`config.mk`:
```
export PLATFORM = sky130hd
export DESIGN_NAME = sram_param
export DESIGN_NICKNAME = d
export VERILOG_FILES = /design/src/rtl/sram_pkg.sv /design/src/rtl/sram_array.sv /design/src/rtl/sram_param.sv
export SDC_FILE = /design/constraint.sdc
export NUM_CORES = 2
export LEC_CHECK = 0
export ABC_AREA = 0
export BUFFER_PORTS_ARGS = -buffer_cell sky130_fd_sc_hd__buf_4
export CAP_MARGIN = 10
export CORE_MARGIN = 2
export CORE_UTILIZATION = 40
export DETAILED_ROUTE_END_ITERATION = 16
export GPL_TIMING_DRIVEN = 0
export SYNTH_ARGS = -nofsm -noshare
export SYNTH_HDL_FRONTEND = slang
export SYNTH_SLANG_ARGS = --single-unit
export TNS_END_PERCENT = 30
```
`constraint.sdc`:
```
create_clock -name clk -period 9.1 [get_ports clk]
set_clock_uncertainty 0.15 [all_clocks]
set_input_delay 1.82 -clock clk [delete_from_list [all_inputs] [get_ports clk]]
set_output_delay 1.82 -clock clk [all_outputs]
set_load 0.01 [all_outputs]
```
`src/rtl/sram_pkg.sv`:
```
// Shared definitions for the parametrised SRAM: FSM encoding, legal read latencies, parity helper.
package sram_pkg;

    typedef enum logic [0:0] {
        ST_CLEAR = 1'b0,
        ST_IDLE  = 1'b1
    } state_t;

    localparam int READ_LAT_MIN = 1;
    localparam int READ_LAT_MAX = 2;

    // Even parity: the stored bit makes the 9-bit lane XOR to zero.
    function automatic logic even_parity(input logic [7:0] i_byte);
        return ^i_byte;
    endfunction

endpackage

```
`src/rtl/sram_array.sv`:
```
// Raw single-port storage with per-lane write enables and one registered read port.
// Lane width is supplied by the parent, so parity bits (SRAM_PARITY_EN) need no special casing here.
module sram_array
    import sram_pkg::*;
#(
    parameter int LANES  = 1,
    parameter int LANE_W = 8,
    parameter int DEPTH  = 256,
    parameter int ADDR_W = 8
) (
    input  logic                    clk,
    input  logic                    Reset,
    input  logic                    i_we,
    input  logic [ADDR_W-1:0]       i_waddr,
    input  logic [LANES-1:0]        i_wbe,
    input  logic [LANES*LANE_W-1:0] i_wdata,
    input  logic                    i_re,
    input  logic [ADDR_W-1:0]       i_raddr,
    output logic [LANES*LANE_W-1:0] o_rdata
);

    logic [LANES*LANE_W-1:0] r_mem [DEPTH];
    logic [LANES*LANE_W-1:0] r_rdata;

    // NOTE: the storage array has no reset; the parent's CLEAR sweep initialises it, keeping RAM inference intact.
    always_ff @(posedge clk) begin
        if (i_we) begin
            for (int i = 0; i < LANES; i++) begin
                if (i_wbe[i]) begin
                    r_mem[i_waddr][i*LANE_W +: LANE_W] <= i_wdata[i*LANE_W +: LANE_W];
                end
            end
        end
    end

    // NOTE: non-blocking assignment here means a same-edge write is not yet visible, giving read-first behaviour.
    always_ff @(posedge clk or posedge Reset) begin
        if (Reset) begin
            r_rdata <= '0;
        end else if (i_re) begin
            r_rdata <= r_mem[i_raddr];
        end
    end

    assign o_rdata = r_rdata;

endmodule

```
`src/rtl/sram_param.sv`:
```
// Parametrised synchronous SRAM: post-reset clear FSM, byte-enable writes, range check, 1- or 2-cycle read latency.
// Optional per-lane even parity is enabled by defining SRAM_PARITY_EN.
module sram_param
    import sram_pkg::*;
#(
    parameter int DATA_W   = 8,
    parameter int DEPTH    = 256,
    parameter int ADDR_W   = 8,
    parameter int READ_LAT = 1
) (
    input  logic                  clk,
    input  logic                  Reset,
    input  logic [ADDR_W-1:0]     Address,
    input  logic                  SRAMRead,
    input  logic                  SRAMWrite,
    input  logic [DATA_W/8-1:0]   ByteEn,
    input  logic [DATA_W-1:0]     Datain,
    output logic [DATA_W-1:0]     Dataout,
    output logic                  DataValid,
    output logic                  Ready,
    output logic                  AddrErr,
    output logic                  ParityErr
);

    localparam int LANES = DATA_W / 8;
`ifdef SRAM_PARITY_EN
    localparam int LANE_W = 9;
`else
    localparam int LANE_W = 8;
`endif
    localparam int                STORE_W   = LANES * LANE_W;
    localparam logic [ADDR_W:0]   DEPTH_L   = (ADDR_W+1)'(DEPTH);
    localparam logic [ADDR_W-1:0] LAST_ADDR = ADDR_W'(DEPTH - 1);

    state_t              r_state;
    logic [ADDR_W-1:0]   r_clr_cnt;
    logic                r_ready;
    logic                r_valid1;
    logic                r_oor1;
    logic                r_addr_err;

    logic                w_in_range;
    logic                w_rd_ok;
    logic                w_wr_ok;
    logic                w_we;
    logic [ADDR_W-1:0]   w_waddr;
    logic [LANES-1:0]    w_wbe;
    logic [STORE_W-1:0]  w_wdata_enc;
    logic [STORE_W-1:0]  w_wdata;
    logic [STORE_W-1:0]  w_rdata;
    logic [DATA_W-1:0]   w_dout1;
    logic                w_perr1;

    assign w_in_range = ({1'b0, Address} < DEPTH_L);
    assign w_rd_ok    = r_ready & SRAMRead;
    assign w_wr_ok    = r_ready & SRAMWrite;

    always_ff @(posedge clk or posedge Reset) begin
        if (Reset) begin
            r_state   <= ST_CLEAR;
            r_clr_cnt <= '0;
            r_ready   <= 1'b0;
        end else begin
            case (r_state)
                ST_CLEAR: begin
                    if (r_clr_cnt == LAST_ADDR) begin
                        r_state <= ST_IDLE;
                        r_ready <= 1'b1;
                    end else begin
                        r_clr_cnt <= r_clr_cnt + 1'b1;
                    end
                end
                ST_IDLE: r_ready <= 1'b1;
                default: begin
                    r_state   <= ST_CLEAR;
                    r_clr_cnt <= '0;
                    r_ready   <= 1'b0;
                end
            endcase
        end
    end

    // NOTE: every always_comb output gets a default first so no path can infer a latch.
    always_comb begin
        w_wdata_enc = '0;
        for (int i = 0; i < LANES; i++) begin
            w_wdata_enc[i*LANE_W +: 8] = Datain[i*8 +: 8];
`ifdef SRAM_PARITY_EN
            w_wdata_enc[i*LANE_W + 8] = even_parity(Datain[i*8 +: 8]);
`endif
        end
    end

    // The clear sweep owns the write port until Ready; parity of an all-zero byte is zero.
    always_comb begin
        w_we    = w_wr_ok & w_in_range;
        w_waddr = Address;
        w_wbe   = ByteEn;
        w_wdata = w_wdata_enc;
        if (r_state == ST_CLEAR) begin
            w_we    = 1'b1;
            w_waddr = r_clr_cnt;
            w_wbe   = '1;
            w_wdata = '0;
        end
    end

    sram_array #(
        .LANES  (LANES),
        .LANE_W (LANE_W),
        .DEPTH  (DEPTH),
        .ADDR_W (ADDR_W)
    ) u_array (
        .clk     (clk),
        .Reset   (Reset),
        .i_we    (w_we),
        .i_waddr (w_waddr),
        .i_wbe   (w_wbe),
        .i_wdata (w_wdata),
        .i_re    (w_rd_ok & w_in_range),
        .i_raddr (Address),
        .o_rdata (w_rdata)
    );

    always_ff @(posedge clk or posedge Reset) begin
        if (Reset) begin
            r_valid1   <= 1'b0;
            r_oor1     <= 1'b0;
            r_addr_err <= 1'b0;
        end else begin
            r_valid1   <= w_rd_ok;
            r_addr_err <= (w_rd_ok | w_wr_ok) & ~w_in_range;
            if (w_rd_ok) begin
                r_oor1 <= ~w_in_range;
            end
        end
    end

    always_comb begin
        w_dout1 = '0;
        w_perr1 = 1'b0;
        for (int i = 0; i < LANES; i++) begin
            w_dout1[i*8 +: 8] = r_oor1 ? 8'h00 : w_rdata[i*LANE_W +: 8];
`ifdef SRAM_PARITY_EN
            w_perr1 = w_perr1 | (^w_rdata[i*LANE_W +: LANE_W]);
`endif
        end
        w_perr1 = w_perr1 & r_valid1 & ~r_oor1;
    end

    if (READ_LAT == READ_LAT_MAX) begin : g_lat2
        logic [DATA_W-1:0] r_dout2;
        logic              r_valid2;
        logic              r_perr2;

        always_ff @(posedge clk or posedge Reset) begin
            if (Reset) begin
                r_dout2  <= '0;
                r_valid2 <= 1'b0;
                r_perr2  <= 1'b0;
            end else begin
                r_valid2 <= r_valid1;
                if (r_valid1) begin
                    r_dout2 <= w_dout1;
                    r_perr2 <= w_perr1;
                end
            end
        end

        assign Dataout   = r_dout2;
        assign DataValid = r_valid2;
        assign ParityErr = r_valid2 & r_perr2;
    end else begin : g_lat1
        assign Dataout   = w_dout1;
        assign DataValid = r_valid1;
        assign ParityErr = w_perr1;
    end

    assign Ready   = r_ready;
    assign AddrErr = r_addr_err;

endmodule

```
==> Word-level counts from Yosys, hierarchy flattened <==
Memories as Yosys holds them, arrays and structs flattened. A register that Yosys moved wholly into a read port is not among the register bits.
Index checks and enable logic that the tools add are counted.
{ "classes": {"add_sub_neg": 1, "eq_ne": 2, "muxes": 11, "n_bitwise": 4, "n_reduce_logical": 1} }
{ "ops": {"columns": ["cell", "count"], "rows": [
  ["two-way mux 8 bit", 2],
  ["adder 8 x 1 -> 8 bit, second input constant", 1],
  ["== test 8 bit, second input constant", 1],
  ["two-way mux 1 bit", 8],
  ["AND 1 bit", 2],
  ["!= test 2 bit, second input constant", 1],
  ["inverter 1 bit", 2],
  ["case mux 1 bit (2 select lines)", 1],
  ["AND reduction 2 bit", 1]
]} }
{ "word_totals": {"ff_bits": 11, "mem_bits_rw": 2048, "input_bits": 21, "out_inout_bits": 12, "word_cells": 24, "n_memories": 1} }
{ "memory_table": {"columns": ["memory", "depth", "word_bits", "rd", "rd_ports_with_merged_regs", "write_ports", "line_no", "text"], "rows": [
  ["u_array.r_mem", 256, 8, 1, 1, 1, "sram_array.sv:22", "logic [LANES*LANE_W-1:0] r_mem [DEPTH];"]
]} }

==> Depth between registers and ports, before layout <==
{ "depth": {"ltp_word": 4, "mapped_depth": 12, "mapped_depth_nobuf": 7} }

==> By module <==
From an unflattened synthesis, not the netlist that was laid out.
{ "hier_totals": {"cells_unflattened": 4000, "area_unflattened_um2": 80597.3} }
{ "by_module_without_submodules": {"columns": ["mod", "n_inst", "cells_each", "area_per_inst_um2", "seq_area_each_um2"], "rows": [
  ["sram_array", 1, 3934, 79900.4, 61699.2],
  ["sram_param", 1, 66, 696.9, 275.3]
]} }

==> Least setup slack after synthesis <==
OpenSTA, ideal clock, no wires.
{ "synth_timing": {"kind": "input to register", "from": "input Datain[6]", "to": "memory u_array.r_mem[0][6] (netlist bit) (data pin)", "setup_ns": 0.869, "t_arrival_ns": 5.064, "t_required_ns": 8.081, "setup_slack_ns": 3.016, "cell_stages": 1, "n_path_buf": 0, "cell_sequence": "and2_1"} }
{ "synth_between": {"elab_chain_cells": 1} }
{ "synth_rtl": {"columns": ["item", "line_no", "text"], "rows": [
  ["start: declaration", "sram_param.sv:17", "input logic [DATA_W-1:0] Datain,"],
  ["two-way mux 8 bit", "sram_param.sv:100", "if (r_state == ST_CLEAR) begin"],
  ["end: declaration", "sram_array.sv:22", null]
]} }
No other way between the ends.

==> Worst setup path after layout <==
{ "layout_timing": {"from": "input Address[1]", "to": "memory u_array.r_mem[238][5] (netlist bit), enable pin"} }
{ "layout_between": {"elab_chain_cells": 1} }
{ "layout_rtl": {"columns": ["item", "line_no", "text"], "rows": [
  ["start: declaration", "sram_param.sv:13", "input logic [ADDR_W-1:0] Address,"],
  ["two-way mux 8 bit", "sram_param.sv:100", null]
]} }
No other way between the ends.

==> flow_metrics.env <==
export IMPL_netlist_area_leader_share_pct=75.8
export IMPL_route_top_layer_used="met5"
export IMPL_cts_sinks=2067
export IMPL_fin_crit_ns=7.05
export IMPL_drive_gt1_share_pct=20.4
export IMPL_start_kind="input port"
export IMPL_endpoint_kind="flip-flop"
export IMPL_syn2layout_area_growth_pct=13.4
export IMPL_p_int_mw=14.9
export IMPL_worstReg2RegStart="r_state$_DFF_PP0_"
export IMPL_crit_type="in2reg"
export IMPL_synth_yosys_seq_area_share_pct=76.4
export IMPL_die_w_um=454
export IMPL_cts_tree="yes"
export IMPL_vias_per_cell=6.39
export IMPL_dp_hpwl_um=197000
export IMPL_core_um2=202000
export IMPL_worstRegToRegCells=6
export IMPL_path_buf_inv=6
export IMPL_synth_area_um2=81200
export IMPL_avgSynthCellArea_um2=19.8
export IMPL_vdd_ir_drop_worst_v=0.000217
export IMPL_p_switching_mw=4.29
export IMPL_finalCritPeriodShare_pct=77.5
export IMPL_grt_pass1_wl_um=388000
export IMPL_grt_setup_unrepaired="no"
export IMPL_clkTransAtPathRegs_ns=0.06
export IMPL_powerDensity_nw_per_um2=209
export IMPL_slowest_delay_ns=1.06
export IMPL_grt_pass1_vias=43500
export IMPL_ys_types=70
export IMPL_hold_violations=0
export IMPL_path_delay_family="buffers and inverters"
export IMPL_fin_nets=4412
export IMPL_chipHeight_um=454
export IMPL_drt_met1_wl_um=107000
export IMPL_grt_overflow_total=0
export IMPL_wl_per_cell_um=40.8
export IMPL_setup_viol=0
export IMPL_root_buffer="clkbuf_16"
export IMPL_gp_congestion=0.994
export IMPL_multi_input_area_um2=17400
export IMPL_wl_met3_um=38000
export IMPL_hold_path_startpoint="Ready$_DFFE_PP0N_"
export IMPL_combPwrFrac_pct=4.2
export IMPL_synth_warnings=0
export IMPL_cts_made_buffers=203
export IMPL_timing_rr_end="u_array.r_mem[238][5]$_DFFE_PP_"
export IMPL_crit_required_ns=9.42
export IMPL_cts_setup_buffers=0
export IMPL_synthArstFlopShare_pct=0.919
export IMPL_switching_share_pct=22.3
export IMPL_initial_utilization_pct=40.2
export IMPL_hold_path_endpoint="Ready$_DFFE_PP0N_"
export IMPL_wl_um=296000
export IMPL_pre_cts_slack_ns=1.70
export IMPL_slew_violations=0
export IMPL_htree_levels=4
export IMPL_drc=0
export IMPL_yosys_area_top_type="edfxtp_1"
export IMPL_final_seq_area_um2=62000
export IMPL_max_clock_freq_mhz=142
export IMPL_holdCritPathClass="reg2reg"
export IMPL_synth_main_ff_cell="edfxtp_1"
export IMPL_dieArea_um2=207000
export IMPL_crit_arrival_ns=7.37
export IMPL_nFillCells=17100
export IMPL_setup_slack_ns=2.05
export IMPL_final_cell_count_no_fill=7245
export IMPL_drt_iter0_markers=8312
export IMPL_io_buffers=27
export IMPL_synth_commonest_cells="edfxtp_1 (2,048), mux4_2 (345), mux2i_1 (321)"
export IMPL_clk_latency_ns=0.90
export IMPL_worst_pin_slew_ns=1.48
export IMPL_cts_hold_buf=0
export IMPL_yosys_top_cells_area="edfxtp_1 (76%), mux4_2 (9.6%), mux2i_1 (4.0%)"
export IMPL_clk_path_buf_depth=3
export IMPL_rows=165
export IMPL_crit_fanout=10
export IMPL_design_power_total_mw=19.2
export IMPL_p_leak_nw=24.4
export IMPL_outcome="complete, no violations"
export IMPL_grt_total_usage_pct=28.3
export IMPL_via_count=46300
export IMPL_io_pins=33
export IMPL_maxSlewHeadroom_pct=1.10
export IMPL_path_cells="buf_2, buf_4, buf_4, buf_4, buf_2, nand3b_1, o21ai_1, nand3_1, buf_2, nor2_1"
export IMPL_dp_cells=6852
export IMPL_hold_depth=1
export IMPL_slowest_stage="nor2_1"
export IMPL_rrSetupSlack_ns=4.22
export IMPL_syn_instance_count=4103
export IMPL_drt_antenna_violating_nets=0
export IMPL_cts_resized=0
export IMPL_drv_cap=0
export IMPL_p_seq_share_pct=53.6
export IMPL_antenna_found_initial=21
export IMPL_wl_met2_um=128000
export IMPL_grt_max_degree=98
export IMPL_p_clk_share_pct=42.2
export IMPL_firstDrtPassIters=8
export IMPL_yosys_register_bits=2067
export IMPL_synth_edf_count=2048
export IMPL_setup_tns_ns=0
export IMPL_synth_most_common_cell="edfxtp_1"
[layout make-up]
cell class                      count  area share [%]
Antenna cell                       14          0.0381
Sequential cell                  2067            67.3
Clock buffer                      266            5.82
Inverter                           15          0.0612
Clock inverter                    108           0.947
Buffer                            254            1.95
Tap cell                         2672            3.63
Timing Repair Buffer               81            1.31
Multi-Input combinational cell   1768            18.9
[worst max path at each step]
stage,from,to,slack (ns),cells after the start
6_report,Address[1],u_array.r_mem[238][5]$_DFFE_PP_,2.05,10
3_5_place_dp,Address[1],u_array.r_mem[238][3]$_DFFE_PP_,1.70,10
3_3_place_gp,Datain[4],u_array.r_mem[204][4]$_DFFE_PP_,-1.71,2
4_1_cts,Address[1],u_array.r_mem[238][6]$_DFFE_PP_,2.58,10
2_1_floorplan,Datain[6],u_array.r_mem[0][6]$_DFFE_PP_,3.02,1
5_1_grt,Address[1],u_array.r_mem[238][6]$_DFFE_PP_,2.44,10
[power groups by stage]
stage                     Clock, mW  Sequential, mW  Combinational [mW]
after floorplan                   0            10.5               0.354
after global placement            0            10.5               0.755
after detailed placement          0            10.5               0.768
after CTS                      8.11            10.3               0.770
after global routing           8.47            10.3               0.788
final                          8.12            10.3               0.810
[kinds of logic (layout without fill, tap and decap cells)]
group / after synthesis / count (layout) / share of synthesized area [%]
compound gates: 459 / 459 / 3.99
fa+ha+maj: 1 / 1 / 0.0154
other cells: 1 / 16 / 0.00462
buf+inv: 269 / 724 / 2.27
flops: 2067 / 2067 / 76.4
xor+xnor: 6 / 6 / 0.0647
simple gates: 596 / 596 / 3.19
mux: 704 / 704 / 14.1
[metal layers]
metal | GRT usage (%) | vias up
li1 | - | 17500
met5 | 0 | -
met1 | 36.2 | 24300
met2 | 41.2 | 3603
met4 | 18.0 | 12
met3 | 9.83 | 886
[stage by stage]
stage | cell area [um2] | utilization [%] | hold WS, ns
final | 92000 | 45.6 | 0.412
after global routing | 92000 | 45.6 | 0.434
after global placement | 84700 | 42.0 | 0.376
after CTS | 92000 | 45.5 | 0.410
after detailed placement | 85700 | 42.5 | 0.392
after floorplan | 81200 | - | 0.343
[registers in the layout, summed over array words and instances (netlist names)]
register and cells:
r_clr_cnt 8, u_array.o_rdata 8, DataValid 1, Ready 1, u_array.r_mem 2048, r_state 1
[placed cells by master, fill, tap and decap left out, drive strengths merged, types with 6 or more instances in the layout]
cell / n
and2: 13
mux4: 348
mux2: 35
nand2b: 10
a2111oi: 31
dfrtp: 19
a221oi: 24
nor4: 11
diode: 14
a21oi: 61
and3: 6
a211oi: 25
nor2b: 15
o221ai: 71
inv: 25
nand3: 40
edfxtp: 2048
clkbuf: 339
nor3: 19
nand2: 159
o31ai: 7
a31oi: 13
nand4: 12
buf: 261
nor2: 283
clkinv: 86
mux2i: 321
o22ai: 86
a22o: 6
a211o: 6
o21ai: 59
a22oi: 46
bufinv: 10
nand3b: 12
[worst reg2reg max path, cell delays in order, from the launching register on]
cell,delay [ns]
dfrtp_1,0.37
clkbuf_1,0.19
buf_1,0.31
o21ai_1,1.00
nand3_1,0.78
buf_2,0.63
nor2_1,1.07
No activity file was read; power rests on OpenSTA's default activity.
